## config.mk

```make
export PLATFORM = sky130hd
export DESIGN_NAME = axi_sdram_aw_chn
export DESIGN_NICKNAME = d
export VERILOG_FILES = /design/src/rtl/axi_sdram_aw_chn.sv
export SDC_FILE = /design/constraint.sdc
export NUM_CORES = 1
export LEC_CHECK = 0
export CORE_UTILIZATION = 50
export CTS_BUF_LIST = sky130_fd_sc_hd__clkbuf_16
export DETAILED_ROUTE_END_ITERATION = 8
export GPL_ROUTABILITY_DRIVEN = 0
export PLACE_DENSITY = 0.79
export SLEW_MARGIN = 20
export SYNTH_ARGS = -nofsm -noshare
export SYNTH_HDL_FRONTEND = slang
export SYNTH_SLANG_ARGS = --single-unit
```

## constraint.sdc

```tcl
create_clock -name clk -period 7.16 [get_ports clk]
set_input_delay 0.716 -clock clk [delete_from_list [all_inputs] [get_ports clk]]
set_output_delay 0.716 -clock clk [all_outputs]
set_load 0.005 [all_outputs]
```

## src/rtl/axi_sdram_aw_chn.sv

```systemverilog
// ============================================================================
// Module   : axi_sdram_aw_chn
// Summary  : AXI write-address front end. It splits INCR bursts at SDRAM row
//            boundaries into write commands and posts each burst's byte
//            offset to the unaligned-address message FIFO.
//            Optional AW legality check: define AXI_SDRAM_AW_CHK_EN.
// Revision : 1.0 - initial release
// ============================================================================
`default_nettype none

module axi_sdram_aw_chn #(
    parameter int COL_ADDR_W = 8
) (
    input  logic        clk,
    input  logic        rst,
    input  logic [31:0] s_axi_awaddr,
    input  logic [7:0]  s_axi_awlen,
    input  logic [2:0]  s_axi_awsize,
    input  logic [1:0]  s_axi_awburst,
    input  logic        s_axi_awvalid,
    output logic        s_axi_awready,
    output logic [31:0] m_wcmd_addr,
    output logic [7:0]  m_wcmd_len,
    output logic        m_wcmd_valid,
    input  logic        m_wcmd_ready,
    output logic        wt_burst_unaligned_msg_fifo_wen,
    output logic [1:0]  wt_burst_unaligned_msg_fifo_din,
    input  logic        wt_burst_unaligned_msg_fifo_full_n,
    output logic        aw_err
);

    localparam logic [12:0] c_ROW_WORDS = 13'(1 << COL_ADDR_W);

    typedef enum logic [0:0] {
        S_IDLE = 1'b0,
        S_CMD  = 1'b1
    } state_t;

    state_t      state_q, state_d;
    logic [29:0] word_addr_q, word_addr_d;
    logic [8:0]  remain_q, remain_d;
    logic        valid_q, valid_d;
    logic [31:0] addr_q, addr_d;
    logic [7:0]  len_q, len_d;

    logic        w_aw_hs;
    logic        w_cmd_hs;
    logic [8:0]  w_cur_chunk;
    logic [29:0] w_nxt_word;
    logic [8:0]  w_nxt_remain;
    logic [12:0] w_nxt_room;
    logic [8:0]  w_nxt_chunk;
    logic [8:0]  w_nxt_len9;

    assign s_axi_awready = (state_q == S_IDLE) & ~rst & wt_burst_unaligned_msg_fifo_full_n;
    assign w_aw_hs       = s_axi_awvalid & s_axi_awready;
    assign w_cmd_hs      = valid_q & m_wcmd_ready;
    assign w_cur_chunk   = {1'b0, len_q} + 9'd1;

    assign wt_burst_unaligned_msg_fifo_wen = w_aw_hs;
    assign wt_burst_unaligned_msg_fifo_din = w_aw_hs ? s_axi_awaddr[1:0] : 2'b00;

    assign m_wcmd_valid = valid_q;
    assign m_wcmd_addr  = addr_q;
    assign m_wcmd_len   = len_q;

    // Next command is derived from either a fresh burst or the one just accepted,
    // so the command registers always hold the command being presented.
    always_comb begin
        w_nxt_word   = word_addr_q;
        w_nxt_remain = remain_q;
        if (state_q == S_IDLE) begin
            w_nxt_word   = s_axi_awaddr[31:2];
            w_nxt_remain = {1'b0, s_axi_awlen} + 9'd1;
        end else begin
            w_nxt_word   = word_addr_q + {21'd0, w_cur_chunk};
            w_nxt_remain = remain_q - w_cur_chunk;
        end
        w_nxt_room  = c_ROW_WORDS - {{(13-COL_ADDR_W){1'b0}}, w_nxt_word[COL_ADDR_W-1:0]};
        w_nxt_chunk = ({4'd0, w_nxt_remain} <= w_nxt_room) ? w_nxt_remain : w_nxt_room[8:0];
        w_nxt_len9  = w_nxt_chunk - 9'd1;
    end

    always_comb begin
        state_d     = state_q;
        word_addr_d = word_addr_q;
        remain_d    = remain_q;
        valid_d     = valid_q;
        addr_d      = addr_q;
        len_d       = len_q;
        case (state_q)
            S_IDLE: begin
                if (w_aw_hs) begin
                    state_d     = S_CMD;
                    word_addr_d = w_nxt_word;
                    remain_d    = w_nxt_remain;
                    valid_d     = 1'b1;
                    addr_d      = {w_nxt_word, 2'b00};
                    len_d       = w_nxt_len9[7:0];
                end
            end
            S_CMD: begin
                if (w_cmd_hs) begin
                    if (remain_q == w_cur_chunk) begin
                        state_d = S_IDLE;
                        valid_d = 1'b0;
                    end else begin
                        word_addr_d = w_nxt_word;
                        remain_d    = w_nxt_remain;
                        addr_d      = {w_nxt_word, 2'b00};
                        len_d       = w_nxt_len9[7:0];
                    end
                end
            end
            default: state_d = S_IDLE;
        endcase
    end

    always_ff @(posedge clk) begin
        if (rst) begin
            state_q     <= S_IDLE;
            word_addr_q <= 30'd0;
            remain_q    <= 9'd0;
            valid_q     <= 1'b0;
            addr_q      <= 32'd0;
            len_q       <= 8'd0;
        end else begin
            state_q     <= state_d;
            word_addr_q <= word_addr_d;
            remain_q    <= remain_d;
            valid_q     <= valid_d;
            addr_q      <= addr_d;
            len_q       <= len_d;
        end
    end

`ifdef AXI_SDRAM_AW_CHK_EN
    logic aw_err_q;
    logic w_unused;

    always_ff @(posedge clk) begin
        if (rst) begin
            aw_err_q <= 1'b0;
        end else if (w_aw_hs && ((s_axi_awsize != 3'b010) || (s_axi_awburst != 2'b01))) begin
            aw_err_q <= 1'b1;
        end
    end

    assign aw_err   = aw_err_q;
    assign w_unused = w_nxt_len9[8];
`else
    logic w_unused;

    assign aw_err   = 1'b0;
    assign w_unused = ^{s_axi_awsize, s_axi_awburst, w_nxt_len9[8]};
`endif

endmodule

`default_nettype wire
```

==> After elaboration in Yosys (flattened, before gate mapping) <==
Cells that the tools add are included.
{ "op_classes": {"reduce_logical": 2, "eq_ne": 5, "n_addsub": 6, "n_mux": 28, "bitwise_logic": 6, "n_lt_le_gt_ge": 1} }
{ "ops": {"columns": ["op", "count"], "rows": [
  ["$mux W30", 4],
  ["$mux W32", 3],
  ["$pmux W32 S2", 1],
  ["$pmux W30 S2", 1],
  ["$mux W9", 4],
  ["$mux W8", 4],
  ["$add A30 B9 Y30", 1],
  ["$add A8 B1 Y9 const B", 2],
  ["$pmux W9 S2", 1],
  ["$pmux W8 S2", 1],
  ["$le A9 B13 Y1", 1],
  ["$sub A9 B8 Y10 const A", 1],
  ["$eq A9 B9 Y1", 1],
  ["$sub A9 B9 Y9", 1],
  ["$sub A8 B1 Y8 const B", 1],
  ["$mux W1", 6],
  ["$reduce_and A3 Y1", 2],
  ["$and A1 B1 Y1", 4],
  ["$ne A2 B1 Y1 const B", 2],
  ["$ne A2 B2 Y1 const B", 2],
  ["$pmux W1 S2", 2],
  ["$mux W2", 1],
  ["$not A1 Y1", 2]
]} }
{ "totals": {"in_bits": 50, "word_cells": 54, "regBits": 81, "output_inout_bits": 46} }

==> Depth between registers and ports, before layout <==
{ "depth": {"word_depth": 10, "ltp_mapped": 26} }

==> Worst setup path after synthesis <==
OpenSTA, ideal clock, no wires.
{ "synth_timing": {"kind": "register -> register", "startpoint": "register len_q[0], in the netlist m_wcmd_len[0]", "endpoint": "register len_q[6], in the netlist m_wcmd_len[6]", "setup_time_ns": 0.079, "path_slack_ns": 2.447, "path_stages_with_launch": 25, "synth_period_minus_slack_ns": 4.713, "n_path_buf": 2, "t_arrival_ns": 4.634, "cell_sequence": "dfxtp_1 -> ha_1 -> nand3_1 -> nor2_1 -> xor2_1 -> inv_1 -> ha_1 -> clkbuf_1 -> or3_1 -> or3_1 -> nand4_1 -> inv_1 -> ha_1 -> a21oi_1 -> o21ai_0 -> o22ai_1 -> nor2_2 -> buf_2 -> mux2i_1 -> ha_1 -> inv_1 -> nor2_1 -> nand3_2 -> xnor2_1 -> a211oi_2"} }
{ "synth_between": {"elab_chain_cells": 10, "elab_cells_between_ends": 16} }
{ "synth_lines": {"columns": ["item", "line_no", "text"], "rows": [
  ["from (decl)", "44", "logic [7:0] len_q, len_d;"],
  ["from (signal assigned)", "133", "len_q <= len_d;"],
  ["$add A8 B1 Y9 *", "58", "assign w_cur_chunk = {1'b0, len_q} + 9'd1;"],
  ["$add A30 B9 Y30", "76", "w_nxt_word = word_addr_q + {21'd0, w_cur_chunk};"],
  ["$mux W30", "72", "if (state_q == S_IDLE) begin"],
  ["$sub A9 B8 Y10", "79", "w_nxt_room = c_ROW_WORDS - {{(13-COL_ADDR_W){1'b0}}, w_nxt_word[COL_ADDR_W-1:0]};"],
  ["$le A9 B13 Y1", "80", "w_nxt_chunk = ({4'd0, w_nxt_remain} <= w_nxt_room) ? w_nxt_remain : w_nxt_room[8:0];"],
  ["$mux W8", "80", null],
  ["$sub A8 B1 Y8", "81", "w_nxt_len9 = w_nxt_chunk - 9'd1;"],
  ["$mux W8", "104", "if (remain_q == w_cur_chunk) begin"],
  ["$mux W8", "103", "if (w_cmd_hs) begin"],
  ["$pmux W8 S2", "91", "case (state_q)"]
]} }
Mark *: on every way between the ends. The rest lies on a longest branch, timed or not. The select of a mux whose other input is x is not followed.
A chain may end at the register's enable or synchronous reset.

==> Worst setup path in the final report <==
{ "layout_timing": {"startpoint": "register len_q[0], in the netlist m_wcmd_len[0]", "endpoint": "register len_q[4], in the netlist m_wcmd_len[4]"} }
Same word-level chain as after synthesis.

==> results.sh <==
export IMPL_synth_edff_count=0
export IMPL_slowest_delay_ns=0.55
export IMPL_portBuffers=87
export IMPL_drive_gt1_share_pct=5.84
export IMPL_cap_violations=0
export IMPL_vias=4382
export IMPL_area_delta_synth_final_pct=24.0
export IMPL_cts_hold_buf=0
export IMPL_place_inst=731
export IMPL_status="finished clean"
export IMPL_ir_drop_uv=112
export IMPL_switchingPower_w=0.000289
export IMPL_wl_um=11700
export IMPL_drc=0
export IMPL_dieArea_um2=8890
export IMPL_yosysSeqAreaShare_pct=23.0
export IMPL_post_cts_setup_buffers=0
export IMPL_final_cells=739
export IMPL_p_leak_nw=1.90
export IMPL_min_path_cells=2
export IMPL_swShare_pct=34.0
export IMPL_clk_pin_slew_ns=0.07
export IMPL_clock_latency_ns=0.30
export IMPL_htreeDepth=2
export IMPL_setup_tns_ns=0
export IMPL_clock_sinks=49
export IMPL_multi_input_area_um2=3010
export IMPL_yosysTopAreaCell="dfxtp_1"
export IMPL_num_rows=33
export IMPL_syn_cell_area_um2=4260
export IMPL_timing_clock_skew_ns=0.00624
export IMPL_finalMaxSlewViolations=0
export IMPL_first_global_vias=4039
export IMPL_die_h_um=94.3
export IMPL_hold_violations=0
export IMPL_grt_usage_pct=26.9
export IMPL_p_per_area_nw_per_um2=161
export IMPL_dieWidth_um=94.3
export IMPL_core_um2=8220
export IMPL_ys_async_sr_fraction_pct=0
export IMPL_cts_resized=0
export IMPL_clock_path_buffers=2
export IMPL_post_route_period_util_pct=83.2
export IMPL_avgSynthCellArea_um2=7.49
export IMPL_synth_area_leaders="dfxtp_1 (23%), ha_1 (8.8%), nor2_1 (5.8%), a211oi_1 (5.3%), a21oi_1 (4.6%)"
export IMPL_rsz0062_at_grt="false"
export IMPL_path_depth=23
export IMPL_finalSetupViolCount=0
export IMPL_crit_family="simple AND/OR/NAND/NOR gates"
export IMPL_slowest_stage="nor2_2"
export IMPL_grt_pass1_wl_um=18900
export IMPL_start_util_pct=51.8
export IMPL_drtIter0Drc=248
export IMPL_holdCritPathClass="flip-flop to flip-flop"
export IMPL_diodes=0
export IMPL_seq_power_share_pct=35.9
export IMPL_endpoint_kind="flip-flop"
export IMPL_firstDrtPassIters=5
export IMPL_crit_fanout=15
export IMPL_critPathRequiredTime_ns=7.30
export IMPL_yosysWarnings=0
export IMPL_tightest_slew_ns=0.995
export IMPL_grt_max_degree=73
export IMPL_startpoint_type="flip-flop"
export IMPL_clockRootBuffer="clkbuf_16"
export IMPL_reg2regPathDepth=23
export IMPL_wl_per_cell_um=15.8
export IMPL_ant_nets=0
export IMPL_max_freq_mhz=168
export IMPL_vias_per_cell=5.93
export IMPL_cts_tree="done"
export IMPL_synth_top_area_share_pct=23.0
export IMPL_min_period_ns=5.96
export IMPL_num_fill_cells=710
export IMPL_antenna_found_initial=0
export IMPL_worstPathArrival_ns=6.10
export IMPL_nets=715
export IMPL_synthFlopType="dfxtp_1"
export IMPL_crit_buf_inv=1
export IMPL_post_dp_hpwl_um=8630
export IMPL_io_pins=96
export IMPL_cp_common_cell="ha_1"
export IMPL_ys_types=75
export IMPL_ys_seq_elements=49
export IMPL_combPwrFrac_pct=35.6
export IMPL_intPower_w=0.000560
export IMPL_slew_headroom_pct=33.7
export IMPL_grt_overflow_total=0
export IMPL_synthCells=568
export IMPL_clockPowerShare_pct=28.4
export IMPL_regArea_um2=982
export IMPL_cts_buffers=5
export IMPL_worstSetupPathType="flip-flop to flip-flop"
export IMPL_path_cells="ha_1 > nand3_1 > nor2_1 > xor2_1 > ha_1 > nand2_1 > nor3_1 > a2111oi_2 > nand4_1 > nor3_1 > nand2_1 > ha_1 > nand2_1 > o21ai_0 > o22ai_1 > nor2_2 > mux2i_1 > ha_1 > inv_1 > nor2_1 > a221oi_1 > a211oi_1 > nor3_1"
## cells in the mapped netlist (all sizes together) (9+ instances only)
cell type / number
nor2: 69
dfxtp: 49
nand2: 47
a21oi: 39
inv: 33
a211oi: 31
ha: 30
nand3: 27
o21ai: 25
clkbuf: 20
xnor2: 17
buf: 14
nor3: 14
o22ai: 14
xor2: 12
nand4: 10
and3: 9
mux2i: 9
## state kept, by name (all words and copies together), names as in the netlist
register,cells
m_wcmd_len,8
state_q,1
m_wcmd_addr,30
m_wcmd_valid,1
remain_q,9
## metal layers
| metal | global-route usage (%) | routed length [µm] | vias up |
|---|---|---|---|
| li1 | - | - | 2187 |
| met4 | 10.8 | 176 | 0 |
| met2 | 44.0 | 5690 | 124 |
| met5 | 0 | 0 | - |
| met1 | 35.1 | 5180 | 2058 |
| met3 | 4.13 | 626 | 13 |
## cell type report
class	count	share of cell area [%]
clock buffers	5	2.37
well taps	105	2.49
flip-flops and latches	49	18.6
inverters	33	2.35
repair buffers	90	16.8
multi-input cells	454	57.0
clock inverters	3	0.356
## cell usage in the layout (no fill, tap or decap), drive strengths merged, types with 6 or more instances in the layout
master         count
nand2             47
mux2i              9
nand3b             7
or3                6
ha                30
dfxtp             49
xnor2             17
nor2              69
xor2              12
nor3              14
o22ai             14
a211oi            31
clkdlybuf4s50     86
a21o               6
inv               34
nor2b              6
nand4             10
nor4               6
o21ai             25
nand3             27
a21oi             39
and3               9
## logic make-up after synthesis
group	share of synthesized area, %
flip-flops	23.0
XOR/XNOR	5.97
adder cells (fa/ha/maj)	9.76
buffers and inverters	6.64
other	0.0881
AND/OR/NAND/NOR	26.4
AO/OA/AOI/OAI	24.8
multiplexers	3.26
## tightest hold or removal path, delay by kind of cell, from the launching register on
| family | cells | cell delay [ns] |
|---|---|---|
| flip-flops | 1 | 0.31 |
| AND/OR/NAND/NOR | 1 | 0.05 |
| AO/OA/AOI/OAI | 1 | 0.05 |
## final timing paths
kind / slack, ns / start / endpoint
min: 0.46 / remain_q[0] / remain_q[0]
min reg2reg: 0.46 / remain_q[0] / remain_q[0]
max reg2reg: 1.20 / m_wcmd_len[0] / m_wcmd_len[4]
max: 1.20 / m_wcmd_len[0] / m_wcmd_len[4]
## power groups by stage
stage / Sequential [W] / Combinational (W) / Clock [W]
final: 0.000305 / 0.000303 / 0.000241
after global routing: 0.000308 / 0.000331 / 0.000253
after CTS: 0.000305 / 0.000300 / 0.000244
after detailed placement: 0.000311 / 0.000298 / 0
after global placement: 0.000310 / 0.000289 / 0
after floorplan: 0.000307 / 0.000209 / 0
## stage by stage
step / worst slack [ns] / power [W] / instance area, µm² / utilization [%] / hold WS, ns
floorplan: 2.45 / 0.000516 / 4260 / - / 0.432
global placement: 1.62 / 0.000599 / 5130 / 62.5 / 0.442
detailed placement: 1.36 / 0.000609 / 5130 / 62.5 / 0.460
CTS: 1.30 / 0.000849 / 5280 / 64.2 / 0.469
global route: 0.716 / 0.000892 / 5280 / 64.2 / 0.492
finish: 1.20 / 0.000849 / 5280 / 64.2 / 0.465
No activity file was read; power rests on OpenSTA's default activity.
